===== src/rtl/pulse_tx_pkg.sv =====
// Shared definitions for the dual-line pulse transmitter: state encoding,
// symbol field layout and frame-length helpers.
package pulse_tx_pkg;

  typedef enum logic [1:0] {
    ST_IDLE  = 2'd0,
    ST_SEND  = 2'd1,
    ST_GUARD = 2'd2
  } state_e;

  // Symbol layout: [1:0] lag code, [2] selects which line leads.
  localparam int SYM_W    = 3;
  localparam int LAG_LSB  = 0;
  localparam int LAG_W    = 2;
  localparam int LEAD_BIT = 2;
  localparam int MAX_CODE = 3;

  // SEND is sized for the largest lag so every frame has the same length.
  function automatic int send_len(input int pulse_w, input int dly_unit);
    return MAX_CODE * dly_unit + pulse_w;
  endfunction

  // Counter must reach the longer of SEND and GUARD without wrapping.
  function automatic int cnt_width(input int slen, input int gap);
    int m;
    m = (slen > gap) ? slen : gap;
    return $clog2(m + 1);
  endfunction

endpackage


===== src/rtl/dual_line_pulse_tx_if.sv =====
// Symbol handshake plus the two detector drive lines and frame status.
interface dual_line_pulse_tx_if;
  import pulse_tx_pkg::*;

  logic             sym_valid;
  logic [SYM_W-1:0] sym_data;
  logic             sym_ready;
  logic             tx_in;
  logic             tx_in1;
  logic             busy;
  logic             done;

  // Transmitter side: consumes symbols, drives the lines.
  modport slave (
    input  sym_valid, sym_data,
    output sym_ready, tx_in, tx_in1, busy, done
  );

  // Symbol source / observer side.
  modport master (
    output sym_valid, sym_data,
    input  sym_ready, tx_in, tx_in1, busy, done
  );

endinterface


===== src/rtl/pulse_window.sv =====
// In-window comparator: flags start <= cnt < start + PULSE_W.
module pulse_window #(
  parameter int CNT_W   = 3,
  parameter int PULSE_W = 2
) (
  input  logic [CNT_W-1:0] cnt,
  input  logic [CNT_W-1:0] start,
  output logic             in_win
);

  // One extra bit so start + PULSE_W cannot overflow the compare.
  logic [CNT_W:0] win_end;

  assign win_end = {1'b0, start} + (CNT_W+1)'(PULSE_W);
  assign in_win  = (cnt >= start) && ({1'b0, cnt} < win_end);

endmodule


===== src/rtl/dual_line_pulse_tx.sv =====
// Dual-line pulse transmitter: each accepted symbol becomes a fixed-length
// frame with a leading pulse and a lagging pulse skewed by the lag code.
// All outputs are registered from next-state values so the first pulse
// appears in the cycle right after the accepting edge.
module dual_line_pulse_tx
  import pulse_tx_pkg::*;
#(
  parameter int PULSE_W  = 2,
  parameter int DLY_UNIT = 1,
  parameter int GAP      = 3
) (
  input logic                 sys_clk,
  input logic                 sys_rst,
  dual_line_pulse_tx_if.slave bus
);

  localparam int SEND_LEN = send_len(PULSE_W, DLY_UNIT);
  localparam int CNT_W    = cnt_width(SEND_LEN, GAP);

  localparam logic [1:0] S_IDLE  = ST_IDLE;
  localparam logic [1:0] S_SEND  = ST_SEND;
  localparam logic [1:0] S_GUARD = ST_GUARD;

  localparam logic [CNT_W-1:0] SEND_LAST  = CNT_W'(SEND_LEN - 1);
  localparam logic [CNT_W-1:0] GUARD_LAST = CNT_W'(GAP - 1);

  logic [1:0]       rst_sync;
  logic             rst_i;
  logic [1:0]       state_q, state_d;
  logic [CNT_W-1:0] cnt_q, cnt_d;
  logic [SYM_W-1:0] sym_q, sym_d;
  logic [CNT_W-1:0] off_d;
  logic             done_d;
  logic             lead_win, lag_win;
  logic             lead_line, lag_line;
  logic             tx_in_d, tx_in1_d;
  logic             tx_in_q, tx_in1_q, busy_q, done_q, sym_ready_q;

  // Reset asserts at once but releases only after two clean clock edges.
  always_ff @(posedge sys_clk or posedge sys_rst) begin
    if (sys_rst) rst_sync <= 2'b11;
    else         rst_sync <= {rst_sync[0], 1'b0};
  end

  assign rst_i = rst_sync[1];

  // Next-state, counter reload and symbol capture.
  always_comb begin
    state_d = state_q;
    cnt_d   = cnt_q;
    sym_d   = sym_q;
    done_d  = 1'b0;
    case (state_q)
      S_IDLE: begin
        if (bus.sym_valid && sym_ready_q) begin
          state_d = S_SEND;
          cnt_d   = '0;
          sym_d   = bus.sym_data;
        end
      end
      S_SEND: begin
        if (cnt_q == SEND_LAST) begin
          state_d = S_GUARD;
          cnt_d   = '0;
        end else begin
          cnt_d = cnt_q + 1'b1;
        end
      end
      S_GUARD: begin
        if (cnt_q == GUARD_LAST) begin
          state_d = S_IDLE;
          cnt_d   = '0;
          done_d  = 1'b1;
        end else begin
          cnt_d = cnt_q + 1'b1;
        end
      end
      default: begin
        state_d = S_IDLE;
        cnt_d   = '0;
      end
    endcase
  end

  // Lag offset of the symbol that will be on the lines next cycle.
  assign off_d = CNT_W'(sym_d[LAG_LSB +: LAG_W]) * CNT_W'(DLY_UNIT);

  pulse_window #(.CNT_W(CNT_W), .PULSE_W(PULSE_W)) u_lead_win (
    .cnt    (cnt_d),
    .start  ('0),
    .in_win (lead_win)
  );

  pulse_window #(.CNT_W(CNT_W), .PULSE_W(PULSE_W)) u_lag_win (
    .cnt    (cnt_d),
    .start  (off_d),
    .in_win (lag_win)
  );

  // Pulses only exist in SEND; steering follows the lead-select bit.
  assign lead_line = (state_d == S_SEND) && lead_win;
  assign lag_line  = (state_d == S_SEND) && lag_win;
  assign tx_in_d   = sym_d[LEAD_BIT] ? lag_line  : lead_line;
  assign tx_in1_d  = sym_d[LEAD_BIT] ? lead_line : lag_line;

  // FSM state and frame counter.
  always_ff @(posedge sys_clk or posedge rst_i) begin
    if (rst_i) begin
      state_q <= S_IDLE;
      cnt_q   <= '0;
    end else begin
      state_q <= state_d;
      cnt_q   <= cnt_d;
    end
  end

  // Symbol holding register; only meaningful while a frame is in flight.
  always_ff @(posedge sys_clk) begin
    sym_q <= sym_d;
  end

  // Registered outputs.
  always_ff @(posedge sys_clk or posedge rst_i) begin
    if (rst_i) begin
      tx_in_q     <= 1'b0;
      tx_in1_q    <= 1'b0;
      busy_q      <= 1'b0;
      done_q      <= 1'b0;
      sym_ready_q <= 1'b1;
    end else begin
      tx_in_q     <= tx_in_d;
      tx_in1_q    <= tx_in1_d;
      busy_q      <= (state_d != S_IDLE);
      done_q      <= done_d;
      sym_ready_q <= (state_d == S_IDLE);
    end
  end

  assign bus.tx_in     = tx_in_q;
  assign bus.tx_in1    = tx_in1_q;
  assign bus.busy      = busy_q;
  assign bus.done      = done_q;
  assign bus.sym_ready = sym_ready_q;

endmodule


===== src/flat_wrapper.sv =====
// flat-port wrapper written by rule: the top's interface ports become plain ports
module dual_line_pulse_tx_flat import pulse_tx_pkg::*;
#(
  parameter int PULSE_W  = 2,
  parameter int DLY_UNIT = 1,
  parameter int GAP      = 3
)
  (sys_clk, sys_rst, bus_sym_valid, bus_sym_data, bus_sym_ready, bus_tx_in, bus_tx_in1, bus_busy, bus_done);
  dual_line_pulse_tx_if bus_i ();
  input logic sys_clk;
  input logic sys_rst;
  input wire logic [$bits(bus_i.sym_valid)-1:0] bus_sym_valid;
  input wire logic [$bits(bus_i.sym_data)-1:0] bus_sym_data;
  output wire logic [$bits(bus_i.sym_ready)-1:0] bus_sym_ready;
  output wire logic [$bits(bus_i.tx_in)-1:0] bus_tx_in;
  output wire logic [$bits(bus_i.tx_in1)-1:0] bus_tx_in1;
  output wire logic [$bits(bus_i.busy)-1:0] bus_busy;
  output wire logic [$bits(bus_i.done)-1:0] bus_done;
  assign bus_i.sym_valid = bus_sym_valid;
  assign bus_i.sym_data = bus_sym_data;
  assign bus_sym_ready = bus_i.sym_ready;
  assign bus_tx_in = bus_i.tx_in;
  assign bus_tx_in1 = bus_i.tx_in1;
  assign bus_busy = bus_i.busy;
  assign bus_done = bus_i.done;
  dual_line_pulse_tx #(.PULSE_W(PULSE_W), .DLY_UNIT(DLY_UNIT), .GAP(GAP)) u_core (.sys_clk(sys_clk), .sys_rst(sys_rst), .bus(bus_i));
endmodule

===== config.mk =====
export PLATFORM = sky130hd
export DESIGN_NAME = dual_line_pulse_tx_flat
export DESIGN_NICKNAME = d
export VERILOG_FILES = /design/src/rtl/pulse_tx_pkg.sv /design/src/rtl/dual_line_pulse_tx_if.sv /design/src/rtl/pulse_window.sv /design/src/rtl/dual_line_pulse_tx.sv /design/src/flat_wrapper.sv
export SDC_FILE = /design/constraint.sdc
export NUM_CORES = 1
export LEC_CHECK = 0
export CORE_ASPECT_RATIO = 1.4
export CORE_MARGIN = 2
export CORE_UTILIZATION = 30
export DETAILED_ROUTE_END_ITERATION = 8
export RECOVER_POWER = 25
export SLEW_MARGIN = 10
export SYNTH_ARGS = -nofsm -noshare
export SYNTH_HDL_FRONTEND = slang
export SYNTH_SLANG_ARGS = --single-unit

===== constraint.sdc =====
create_clock -name sys_clk -period 1.1 [get_ports sys_clk]
set_clock_uncertainty 0.2 [all_clocks]
set_input_delay 0.22 -clock sys_clk [delete_from_list [all_inputs] [get_ports sys_clk]]
set_output_delay 0.22 -clock sys_clk [all_outputs]
set_load 0.02 [all_outputs]

==> results.cfg <==
[run_status]
status = complete, but fails checks
violations = setup timing

[worst_setup_path]
r2r.worst_path.cells = 7
r2r-end = u_core.bus.tx_in
crit_type = flop to flop
endpoint_kind = flop
arrival_ns = 2.32
crit_fanout = 6
cp.required_ns = 1.03
r2r_slack_ns = -1.29
r2r-start = u_core.state_q[0]
start_kind = flop

[timing]
fin_setup_tns_ns = -8.869
period_share = 2.169
hold_viol = 0
max_freq_ghz = 0.4192
setup_violations = 18
timing.final.max_slew_violations = 0
rsz0062_at_grt = true
min_period_ns = 2.386
hold_slack_ns = 0.03200
setup_ws_ns = -1.286

[logic_synthesis]
yosysWarnings = 0
synth_top_area_frac = 0.2616
synth_ff_type = dfrtp_1
ys_seq_elements = 15
synth_area_leaders = dfrtp_1, ha_1, dfstp_2
synth_cells = 78
synth_edf_count = 0
postSynth.asyncResetShare = 0.8000
syn_avg_cell_area_um2 = 11.04
syn_area_um2 = 860.8
syn_nets = 92
yosysSeqAreaShare = 0.4230
yosysTopAreaCell = dfrtp_1
synth_cell_types = 38

[route]
totalWireLength_mm = 2.196
viasPerCell = 4.671
wl_per_cell_um = 12.92
dr.pass1.iters = 4
vias = 794
drt_iter0_drc = 6
antenna_left = 0
route.detailed.drc = 0

[min_path]
min_path_type = flop to asynchronous set/reset pin

[cells_and_area]
final_cell_mix = buf_4, buf_6, dfrtp_1, inv_1
final_area_mm2 = 0.001559
final_util = 0.5585
drive_above_1_share = 0.6391
area_growth_pct = 81.11
layout_commonest_cell = buf_4
nets = 148
n_antenna_cell = 0

[placed_design]
io_buffers = 10
dp_hpwl_mm = 1.624
routabilityCongestion = 0.7852
placed_area_mm2 = 0.001301

[pwr]
internal_power_mw = 3.409
power.leakage_nw = 0.7058
power_frac_comb = 0.743
irDropWorstVdd_mv = 1.785
power_density_mw_per_mm2 = 3515
pwr-share-clk = 0.085
p_sw_frac = 0.3780
switchingPower_mw = 2.071
finalPower_mw = 5.480
p_seq_frac = 0.171

[floorplan]
fp.dieH_um = 67.38
core_area_mm2 = 0.002791
row_count = 23
die_area_mm2 = 0.003320
start_util = 0.3084
ios = 11
die_w_um = 49.27

[global_route]
grt_max_degree = 11
grt_pass1_vias = 862
antenna_found_initial = 0
track_usage = 0.1481
grt_pass1_wl_mm = 3.663
overflow = 0

[clock_network]
cts-root-buf = clkbuf_8
cts_tree = yes
path_clk_slew_ns = 0.07
clock-sinks = 15
clk_latency_ns = 0.25
clockBufferDepth = 2
cts-buffers-inserted = 3
h-tree-depth = 1

[job]
maxCapViolCount = 0
==> state kept, by name, summed over array words and instances (netlist names) <==
| register | flops |
|---|---|
| u_core.bus.tx_in1 | 1 |
| u_core.sym_q | 3 |
| u_core.rst_sync | 2 |
| u_core.state_q | 2 |
| u_core.bus.tx_in | 1 |
| u_core.bus.sym_ready | 1 |
| u_core.cnt_q | 3 |
| u_core.bus.done | 1 |
| u_core.bus.busy | 1 |
==> cell families (layout without fill, tap and decap cells) <==
family	Yosys count	count (layout)	share of synthesized area
AOI/OAI and AO/OA	21	21	0.1933
muxes	4	4	0.05523
other	1	1	0.004356
DFF	15	15	0.4230
and+or+nand+nor	19	19	0.1468
adders and majority gates	8	8	0.1163
buffers and inverters	10	65	0.06105
==> power by group through the flow <==
stage,registers [mW],clock network (mW),logic (mW)
final,0.937,0.469,4.07
after global routing,0.965,0.506,4.40
after CTS,0.937,0.483,3.80
after detailed placement,0.949,0,3.31
after global placement,0.947,0,3.24
after floorplan,1.01,0,1.90
==> worst max-delay path by stage <==
stage,from,slack (ns),cells after the start,to
CTS,u_core.cnt_q[0],-1.29,11,u_core.bus.tx_in
floorplan,u_core.bus.sym_ready,-1.27,7,u_core.bus.tx_in
global route,u_core.cnt_q[1],-1.38,11,u_core.bus.tx_in
detailed placement,bus_sym_valid,-1.51,8,u_core.bus.tx_in
finish,u_core.state_q[0],-1.29,7,u_core.bus.tx_in
global placement,bus_sym_valid,-1.46,8,u_core.bus.tx_in
==> final cells by class <==
class                   count  area, um^2
multi-input cells          53       608.1
fillers                   254        1232
clock buffers               3       41.29
well taps                  37       46.29
clock inverters             1       7.507
repair buffers             53       459.2
inverters                   8       30.03
flip-flops and latches     15       366.6
==> worst max-delay path: stages, from the launching register on <==
cell and delay (ns):
dfrtp_2 0.44, and4bb_4 0.38, mux2_4 0.33, ha_4 0.23, nand2b_4 0.13, a221oi_2 0.22, o211a_1 0.23, o32ai_2 0.10
==> per-stage QoR <==
stage	instances	setup WS (ns)
floorplan	78	-1.273
global placement	154	-1.463
detailed placement	154	-1.508
CTS	167	-1.287
global route	170	-1.384
finish	170	-1.286
==> routing by layer <==
metal | part of all wire | vias up | wire (um) | global-route usage
met4 | 0.020 | 0 | 44 | 0.07500
met1 | 0.36 | 388 | 797 | 0.1399
li1 | - | 388 | - | -
met5 | 0 | - | 0 | 0
met3 | 0.026 | 5 | 56 | 0.02212
met2 | 0.59 | 13 | 1298 | 0.3041
==> cells in the mapped netlist (2+ instances only) <==
cell      number
o211ai_1       2
buf_6          2
nand2_1        3
nor2_1         3
dfstp_2        3
mux2_2         2
inv_1          8
o21ai_0        2
a21oi_1        4
dfrtp_1        9
nor2b_1        2
nor3b_1        2
dfxtp_1        3
nand2b_1       2
ha_1           8
==> timing repair <==
item / 4_1_cts / 5_1_grt
pin swaps: 3 / 8
setup buffers: 10 / 4
resized for setup: 46 / 10
hold endpoints to repair: 0 / 0
gates cloned: 0 / 0
hold buffers: 0 / 0
setup endpoints to repair: 18 / 18
No activity file was read; power rests on OpenSTA's default activity.
